File: src/rtl/fp_issue_buffer_if.sv
// Stream interface bundling operand intake, FP unit hookup and result output
// of fp_issue_buffer.
interface fp_issue_buffer_if #(
    parameter int WIDTH = 32,
    parameter int TAG_W = 8
);
    logic             in_valid;
    logic             in_ready;
    logic [WIDTH-1:0] in_a;
    logic [WIDTH-1:0] in_b;
    logic [TAG_W-1:0] in_tag;
    logic [WIDTH-1:0] fpu_a;
    logic [WIDTH-1:0] fpu_b;
    logic [WIDTH-1:0] fpu_q;
    logic             out_valid;
    logic             out_ready;
    logic [WIDTH-1:0] out_data;
    logic [TAG_W-1:0] out_tag;

    modport master (
        output in_valid, in_a, in_b, in_tag, out_ready, fpu_q,
        input  in_ready, out_valid, out_data, out_tag, fpu_a, fpu_b
    );

    modport slave (
        input  in_valid, in_a, in_b, in_tag, out_ready, fpu_q,
        output in_ready, out_valid, out_data, out_tag, fpu_a, fpu_b
    );
endinterface

File: src/rtl/fp_issue_buffer.sv
// Issue/collect wrapper around a fixed-latency FP unit: tracks valid+tag beside
// the unit pipeline and buffers results in a credit-protected FIFO.
module fp_issue_buffer #(
    parameter int WIDTH   = 32,
    parameter int TAG_W   = 8,
    parameter int LATENCY = 1,
    parameter int DEPTH   = 4
) (
    input logic               clk,
    input logic               areset,
    fp_issue_buffer_if.slave  bus
);
    localparam int PTR_W = $clog2(DEPTH);
    localparam int CNT_W = $clog2(DEPTH + 1);

    logic [CNT_W-1:0] credits;
    logic [CNT_W-1:0] count;
    logic [PTR_W-1:0] rd_ptr;
    logic [PTR_W-1:0] wr_ptr;
    logic [LATENCY-1:0] vld_p;
    logic [TAG_W-1:0]   tag_p [LATENCY];
    logic [WIDTH-1:0]   mem_data [DEPTH];
    logic [TAG_W-1:0]   mem_tag  [DEPTH];

    logic fire_in;
    logic fire_out;
    logic capture;

    assign bus.in_ready  = (credits != '0);
    assign bus.out_valid = (count != '0);
    assign bus.fpu_a     = bus.in_a;
    assign bus.fpu_b     = bus.in_b;
    assign bus.out_data  = mem_data[rd_ptr];
    assign bus.out_tag   = mem_tag[rd_ptr];

    assign fire_in  = bus.in_valid & bus.in_ready;
    assign fire_out = bus.out_valid & bus.out_ready;
    assign capture  = vld_p[LATENCY-1];

    // Control: tracker valid bits, FIFO pointers/occupancy, admission credits
    always_ff @(posedge clk) begin
        if (areset) begin
            credits <= CNT_W'(DEPTH);
            count   <= '0;
            rd_ptr  <= '0;
            wr_ptr  <= '0;
            vld_p   <= '0;
        end else begin
            vld_p[0] <= fire_in;
            for (int i = 1; i < LATENCY; i++) begin
                vld_p[i] <= vld_p[i-1];
            end
            if (capture) begin
                wr_ptr <= wr_ptr + PTR_W'(1);
            end
            if (fire_out) begin
                rd_ptr <= rd_ptr + PTR_W'(1);
            end
            case ({fire_in, fire_out})
                2'b10:   credits <= credits - CNT_W'(1);
                2'b01:   credits <= credits + CNT_W'(1);
                default: credits <= credits;
            endcase
            case ({capture, fire_out})
                2'b10:   count <= count + CNT_W'(1);
                2'b01:   count <= count - CNT_W'(1);
                default: count <= count;
            endcase
        end
    end

    // Data: tag pipeline and result storage carry no reset; validity is in vld_p/count
    always_ff @(posedge clk) begin
        tag_p[0] <= bus.in_tag;
        for (int i = 1; i < LATENCY; i++) begin
            tag_p[i] <= tag_p[i-1];
        end
        if (capture) begin
            mem_data[wr_ptr] <= bus.fpu_q;
            mem_tag[wr_ptr]  <= tag_p[LATENCY-1];
        end
    end
endmodule

File: src/flat_wrapper.sv
// flat-port wrapper written by rule: the top's interface ports become plain ports
module fp_issue_buffer_flat 
#(
    parameter int WIDTH   = 32,
    parameter int TAG_W   = 8,
    parameter int LATENCY = 1,
    parameter int DEPTH   = 4
)
  (clk, areset, bus_in_valid, bus_in_a, bus_in_b, bus_in_tag, bus_out_ready, bus_fpu_q, bus_in_ready, bus_out_valid, bus_out_data, bus_out_tag, bus_fpu_a, bus_fpu_b);
  fp_issue_buffer_if #(.WIDTH(WIDTH), .TAG_W(TAG_W)) bus_i ();
  input logic clk;
  input logic areset;
  input wire logic [$bits(bus_i.in_valid)-1:0] bus_in_valid;
  input wire logic [$bits(bus_i.in_a)-1:0] bus_in_a;
  input wire logic [$bits(bus_i.in_b)-1:0] bus_in_b;
  input wire logic [$bits(bus_i.in_tag)-1:0] bus_in_tag;
  input wire logic [$bits(bus_i.out_ready)-1:0] bus_out_ready;
  input wire logic [$bits(bus_i.fpu_q)-1:0] bus_fpu_q;
  output wire logic [$bits(bus_i.in_ready)-1:0] bus_in_ready;
  output wire logic [$bits(bus_i.out_valid)-1:0] bus_out_valid;
  output wire logic [$bits(bus_i.out_data)-1:0] bus_out_data;
  output wire logic [$bits(bus_i.out_tag)-1:0] bus_out_tag;
  output wire logic [$bits(bus_i.fpu_a)-1:0] bus_fpu_a;
  output wire logic [$bits(bus_i.fpu_b)-1:0] bus_fpu_b;
  assign bus_i.in_valid = bus_in_valid;
  assign bus_i.in_a = bus_in_a;
  assign bus_i.in_b = bus_in_b;
  assign bus_i.in_tag = bus_in_tag;
  assign bus_i.out_ready = bus_out_ready;
  assign bus_i.fpu_q = bus_fpu_q;
  assign bus_in_ready = bus_i.in_ready;
  assign bus_out_valid = bus_i.out_valid;
  assign bus_out_data = bus_i.out_data;
  assign bus_out_tag = bus_i.out_tag;
  assign bus_fpu_a = bus_i.fpu_a;
  assign bus_fpu_b = bus_i.fpu_b;
  fp_issue_buffer #(.WIDTH(WIDTH), .TAG_W(TAG_W), .LATENCY(LATENCY), .DEPTH(DEPTH)) u_core (.clk(clk), .areset(areset), .bus(bus_i));
endmodule
File: config.mk
export PLATFORM = sky130hd
export DESIGN_NAME = fp_issue_buffer_flat
export DESIGN_NICKNAME = d
export VERILOG_FILES = /design/src/rtl/fp_issue_buffer_if.sv /design/src/rtl/fp_issue_buffer.sv /design/src/flat_wrapper.sv
export SDC_FILE = /design/constraint.sdc
export NUM_CORES = 1
export LEC_CHECK = 0
export ABC_AREA = 1
export ABC_CLOCK_PERIOD_IN_PS = 2580
export CAP_MARGIN = 15
export CORE_ASPECT_RATIO = 1.25
export CORE_UTILIZATION = 48
export CTS_CLUSTER_DIAMETER = 80
export DETAILED_ROUTE_END_ITERATION = 16
export PLACE_DENSITY = 0.81
export SLEW_MARGIN = 10
export SYNTH_ARGS = -nofsm -noshare
export SYNTH_HDL_FRONTEND = slang
export SYNTH_SLANG_ARGS = --single-unit
File: constraint.sdc
create_clock -name clk -period 2.58 [get_ports clk]
set_clock_uncertainty 0.15 [all_clocks]
set_input_delay 0.258 -clock clk [delete_from_list [all_inputs] [get_ports clk]]
set_output_delay 0.258 -clock clk [all_outputs]
set_load 0.03 [all_outputs]
**Word-level counts from Yosys, hierarchy flattened**

Memory sizes are Yosys's and may differ from the RTL's. A register that Yosys moved wholly into a read port is not among the register bits.
Cells that the tools add are included.

- Add/subtract/negate cells: 6
- Multiply operators: 0
- Divide/modulo/power cells: 0
- Magnitude comparators: 0
- Equality and inequality tests: 4
- Shift operators: 0
- Multiplexer cells: 8
- Bitwise gates (word level): 2
- Reductions and logical operators: 4

Operators with widths:

| operator | count |
|---|---|
| $pmux 3 s2 | 2 |
| $mux 2 | 4 |
| $add 3x1->3 const B | 2 |
| $reduce_bool 3->1 | 2 |
| $sub 3x1->3 const B | 2 |
| $add 2x1->2 const B | 2 |
| $eq 2x1->1 const B | 2 |
| $eq 2x2->1 const B | 2 |
| $reduce_bool 2->1 | 2 |
| $and 1x1->1 | 2 |
| $mux 1 | 2 |

- Register bits after elaboration: 11
- Bits in latches: 0
- Memory bits (writable): 168
- Bits in read-only memories: 0
- Input bits: 108
- Output and inout bits: 106
- Memories kept: 3

Memories:

| memory | words | width | read ports | clocked after Yosys merged registers in | write ports | line | text |
|---|---|---|---|---|---|---|---|
| u_core.mem_data | 4 | 32 | 1 | 1 | 1 | fp_issue_buffer.sv:22 | `logic [WIDTH-1:0] mem_data [DEPTH];` |
| u_core.mem_tag | 4 | 8 | 1 | 1 | 1 | fp_issue_buffer.sv:23 | `logic [TAG_W-1:0] mem_tag [DEPTH];` |
| u_core.tag_p | 1 | 8 | 1 | 0 | 1 | fp_issue_buffer.sv:21 | `logic [TAG_W-1:0] tag_p [LATENCY];` |

**Depth between registers and ports, before layout**

- Depth after elaboration: 4
- Gate-level depth with buffers: 13

**Worst setup path after synthesis**

Ideal clock, no wire load.

- Path kind: register to register
- From: register u_core.count[1]
- To: register u_core.credits[2]
- Arrival: 1.752 ns
- Required time: 2.316 ns
- Setup slack: 0.564 ns
- Cell stages (with the launch flop): 14
- Buffers on the path: 0
- Clock period less this slack: 2.016 ns
- Cells stage by stage: dfxtp_1 inv_1 nand2_1 nand2_1 inv_1 ha_1 inv_1 fa_1 inv_1 nand2_1 nand3_1 nor2_1 nor2_1 nand2_1

- Longest elaborated chain between the ends: 4
- Elaborated cells between the ends (all ways): 6
- Those cells by class: 2 x eq/ne; 1 x mux; 1 x bitwise; 2 x reduce/logical

RTL lines:

| element | line | text |
|---|---|---|
| start: declaration | fp_issue_buffer.sv:17 | `logic [CNT_W-1:0] count;` |
| start signal: assignment | fp_issue_buffer.sv:65 | `2'b10: count <= count + CNT_W'(1);` |
| start signal: assignment | fp_issue_buffer.sv:66 | `2'b01: count <= count - CNT_W'(1);` |
| start signal: assignment | fp_issue_buffer.sv:67 | `default: count <= count;` |
| $reduce_bool 3->1 (*) | fp_issue_buffer.sv:30 | `assign bus.out_valid = (count != '0);` |
| net bus_out_valid | flat_wrapper.sv:20 | `output wire logic [$bits(bus_i.out_valid)-1:0] bus_out_valid;` |
| $and 1x1->1 (*) | fp_issue_buffer.sv:37 | `assign fire_out = bus.out_valid & bus.out_ready;` |
| net u_core.fire_out | fp_issue_buffer.sv:26 | `logic fire_out;` |
| $eq 2x1->1 / $eq 2x2->1 (equally long branches) | fp_issue_buffer.sv:59 | `case ({fire_in, fire_out})` |
| $pmux 3 s2 / $reduce_bool 2->1 (equally long branches) | n/a |  |
| end signal: assignment | fp_issue_buffer.sv:60 | `2'b10: credits <= credits - CNT_W'(1);` |
| end signal: assignment | fp_issue_buffer.sv:61 | `2'b01: credits <= credits + CNT_W'(1);` |
| end signal: assignment | fp_issue_buffer.sv:62 | `default: credits <= credits;` |
| end: declaration | fp_issue_buffer.sv:16 | `logic [CNT_W-1:0] credits;` |

Mark *: on every way through the listed nets, which the timed path passes. The rest lies on a longest branch.
A chain may end at the register's enable or synchronous reset.

==> impl_results.rst <==
.. list-table::
   :header-rows: 1

   * - Metric
     - Value
   * - Result of the run
     - finished, final reports clean
   * - Kind of start point of the critical path
     - flop
   * - Overall die area
     - 15,800 µm²
   * - Clock tree from TritonCTS
     - built
   * - First-pass detailed-route iteration total
     - 6
   * - Most heavily used metal layer in global routing
     - met2
   * - Diode count
     - 0
   * - GR Overflow Total
     - 0
   * - Pwr Density
     - 994 nW/µm²
   * - Detailed-route DRC error count
     - 0
   * - Part of the Yosys area used for sequential elements
     - 71.1%
   * - Final Wtd Congestion
     - 0.772
   * - Clock Tree Root
     - sky130_fd_sc_hd__clkbuf_16
   * - Layout net count
     - 692
   * - Total via count after detailed routing
     - 4,285
   * - Fin area
     - 8350 µm²
   * - Count of max-cap constraint violations
     - 0
   * - Least-Margin Pin Slew
     - 0.569 ns
   * - Worst path arrival time
     - 1.96 ns
   * - Number of warning messages in the yosys log
     - 0
   * - Routed Wire Length
     - 17,100 µm
   * - Routed vias/inst
     - 5.56
   * - Global Route met2 Usage
     - 37.5%
   * - Number of enable flip-flop cells after synthesis
     - 160
   * - Mean routed wirelength per cell
     - 22.1 µm
   * - Initial detailed-routing violation count
     - 253
   * - Post-CTS resize count
     - 29
   * - Top Ports
     - 214
   * - Ratio of final minimum period to clock period
     - 91.7%
   * - CTS clock-pin slew for the worst setup and hold paths
     - 0.06 ns
   * - GRT Overall Usage
     - 21.6%
   * - Overall die width
     - 113 µm
   * - Number of port buffers
     - 85
   * - Endpoint, Worst Hold
     - u_core.tag_p[0][6]
   * - Number of failing setup endpoints in the final timing report
     - 0
   * - Peak supply drop
     - 490 µV
   * - Unrepaired setup endpoints after global routing
     - false
   * - HPWL Detailed
     - 11,500 µm
   * - # fillers
     - 1,176
   * - CP Class
     - flop to output port
   * - Critical path peak fanout
     - 20
   * - Average cell area after synthesis
     - 13.4 µm²
   * - Pin count of the biggest net entering global routing
     - 81
   * - Synth Instances
     - 550
   * - Most common library cell in the layout ignoring fill and taps
     - sky130_fd_sc_hd__edfxtp_1
   * - Critical path required time
     - 2.17 ns
   * - Layout-stage area growth over the synthesis result
     - 13.7%
   * - Worst reg2reg endpoint
     - u_core.credits[2]
   * - Worst-Skew Late Latency
     - 0.42 ns
   * - Number of unique standard cell types used by synthesis
     - 19
   * - TritonCTS Sinks
     - 181
   * - Post-route core utilization
     - 55.9%
   * - Floorplan core area
     - 15,000 µm²
   * - R2R depth
     - 13
   * - Post-synth design cell area
     - 7350 µm²
   * - Number of stages on the worst hold path
     - 1
   * - Antenna violations before repair
     - 0
   * - Global routing met3 resource utilization
     - 10.8%
   * - Max Root-Sink Buffers
     - 2
   * - Final Instance Count excl. Fillers
     - 771
   * - Total of hold buffers inserted after clock tree synthesis
     - 0
   * - Final number of hold-violating endpoints
     - 0
   * - Die height
     - 140 µm
   * - Main flop type after synthesis
     - sky130_fd_sc_hd__edfxtp_1
   * - #FFs+latches synth
     - 181
   * - First-pass GRT wire length
     - 24,300 µm
   * - Final worst path period need
     - 2.36 ns
   * - Timing-limited maximum frequency
     - 423 MHz
   * - Number of buffers inserted to repair setup after CTS
     - 0
   * - Setup TNS Final
     - 0 ns
   * - Synth async-reset ratio
     - 0%
   * - Critical hold path startpoint
     - bus_in_tag[6]
   * - Dpl cell area
     - 7810 µm²
   * - Initial Utilization
     - 49.1%
   * - R2R Path Start
     - u_core.count[1]
   * - Worst relative slew slack
     - 62.0%
   * - CTS H-tree lvls
     - 4
   * - Total nets after synthesis
     - 666
   * - Class of the most critical hold timing path
     - primary input to flop
   * - Fraction of final layout cells with drive strength greater than 1
     - 9.51%
   * - Number of max-slew violations in the final report
     - 0
   * - Commonest non-fill, non-tap cells in the layout
     - sky130_fd_sc_hd__edfxtp_1, sky130_fd_sc_hd__nor2_1, sky130_fd_sc_hd__o21ai_0
   * - Worst R2R Setup Slack
     - 0.55 ns
   * - Count of nets left with antenna violations after detail routing
     - 0
   * - Leakage power
     - 2.98 nW
   * - Crit. End Element
     - output port
   * - Vias in the first global route
     - 4,204
   * - GR met1 Demand/Resource
     - 21.2%
   * - Core Rows
     - 50
   * - Cells after DPL
     - 739
   * - TritonCTS Buffers
     - 17
metal layers:
metal,share of wire [%],vias to the layer above
met3,12,50
met4,3.8,0
met2,52,209
met1,32,2066
met5,0,-
li1,-,1960
worst max-delay path by stage:
| stage | depth (start not counted) | startpoint | end |
|---|---|---|---|
| after floorplan | 13 | u_core.count[1] | u_core.credits[2] |
| after global placement | 4 | flop | bus_out_data[11] |
| after detailed placement | 12 | bus_out_ready | u_core.credits[2] |
| after CTS | 4 | flop | bus_out_data[21] |
| after global routing | 4 | flop | bus_out_data[7] |
| final | 4 | flop | bus_out_data[7] |
cell families after synthesis:
| kind of cell | after synthesis | share of synthesized area (%) |
|---|---|---|
| adders and majority gates | 8 | 1.57 |
| buffers and inverters | 112 | 11.5 |
| DFF | 181 | 71.1 |
| and+or+nand+nor | 117 | 6.04 |
| AOI/OAI and AO/OA | 132 | 9.77 |
critical path: stages (launching register included):
cell	delay, ns
sky130_fd_sc_hd__dfxtp_2	0.50
sky130_fd_sc_hd__buf_4	0.30
sky130_fd_sc_hd__o21ai_0	0.13
sky130_fd_sc_hd__o22ai_1	0.19
sky130_fd_sc_hd__dlygate4sd2_1	0.42
stage by stage:
step / hold WS, ns / setup WS, ns / total power, W
4_1_cts: 0.119 / 0.000943 / 0.00837
6_report: 0.137 / 0.215 / 0.00830
3_5_place_dp: 0.317 / 0.325 / 0.00615
2_1_floorplan: 0.136 / 0.564 / 0.00550
3_3_place_gp: 0.295 / 0.382 / 0.00603
5_1_grt: 0.119 / 0.101 / 0.00867
where the power goes:
group	internal [W]	leakage [nW]	switching, W	total (W)
clock	0.00133	0.280	0.00106	0.00239
sequential	0.00338	1.63	0.000105	0.00349
combinational	0.000787	1.07	0.00164	0.00243
final cells by class:
type,count,area (µm²),share of cell area (%)
Clock buffer,20,467,5.59
Inverter,23,98.8,1.18
Multi-Input combinational cell,257,1280,15.3
Tap cell,182,228,2.73
Clock inverter,12,92.6,1.11
Sequential cell,181,5230,62.6
Timing Repair Buffer,96,962,11.5
cells in the mapped netlist, types with 5 or more instances:
master	instances	share of area [%]
sky130_fd_sc_hd__a21oi_1	6	0.41
sky130_fd_sc_hd__buf_2	8	0.54
sky130_fd_sc_hd__buf_4	68	6.9
sky130_fd_sc_hd__buf_6	5	0.77
sky130_fd_sc_hd__dfxtp_1	21	5.7
sky130_fd_sc_hd__edfxtp_1	160	65
sky130_fd_sc_hd__ha_1	6	1.0
sky130_fd_sc_hd__inv_1	22	1.1
sky130_fd_sc_hd__nand2_1	21	1.1
sky130_fd_sc_hd__nor2_1	92	4.7
sky130_fd_sc_hd__o21ai_0	46	3.1
sky130_fd_sc_hd__o21ai_1	38	2.6
sky130_fd_sc_hd__o22ai_1	40	3.4
flip-flops by register name, indices dropped and copies added (netlist names), named ones only:
register	count
u_core.capture	1
u_core.count	3
u_core.credits	3
u_core.mem_data	128
u_core.mem_tag	32
u_core.rd_ptr	2
u_core.tag_p	8
u_core.wr_ptr	2
No activity file was read; power rests on OpenSTA's default activity.
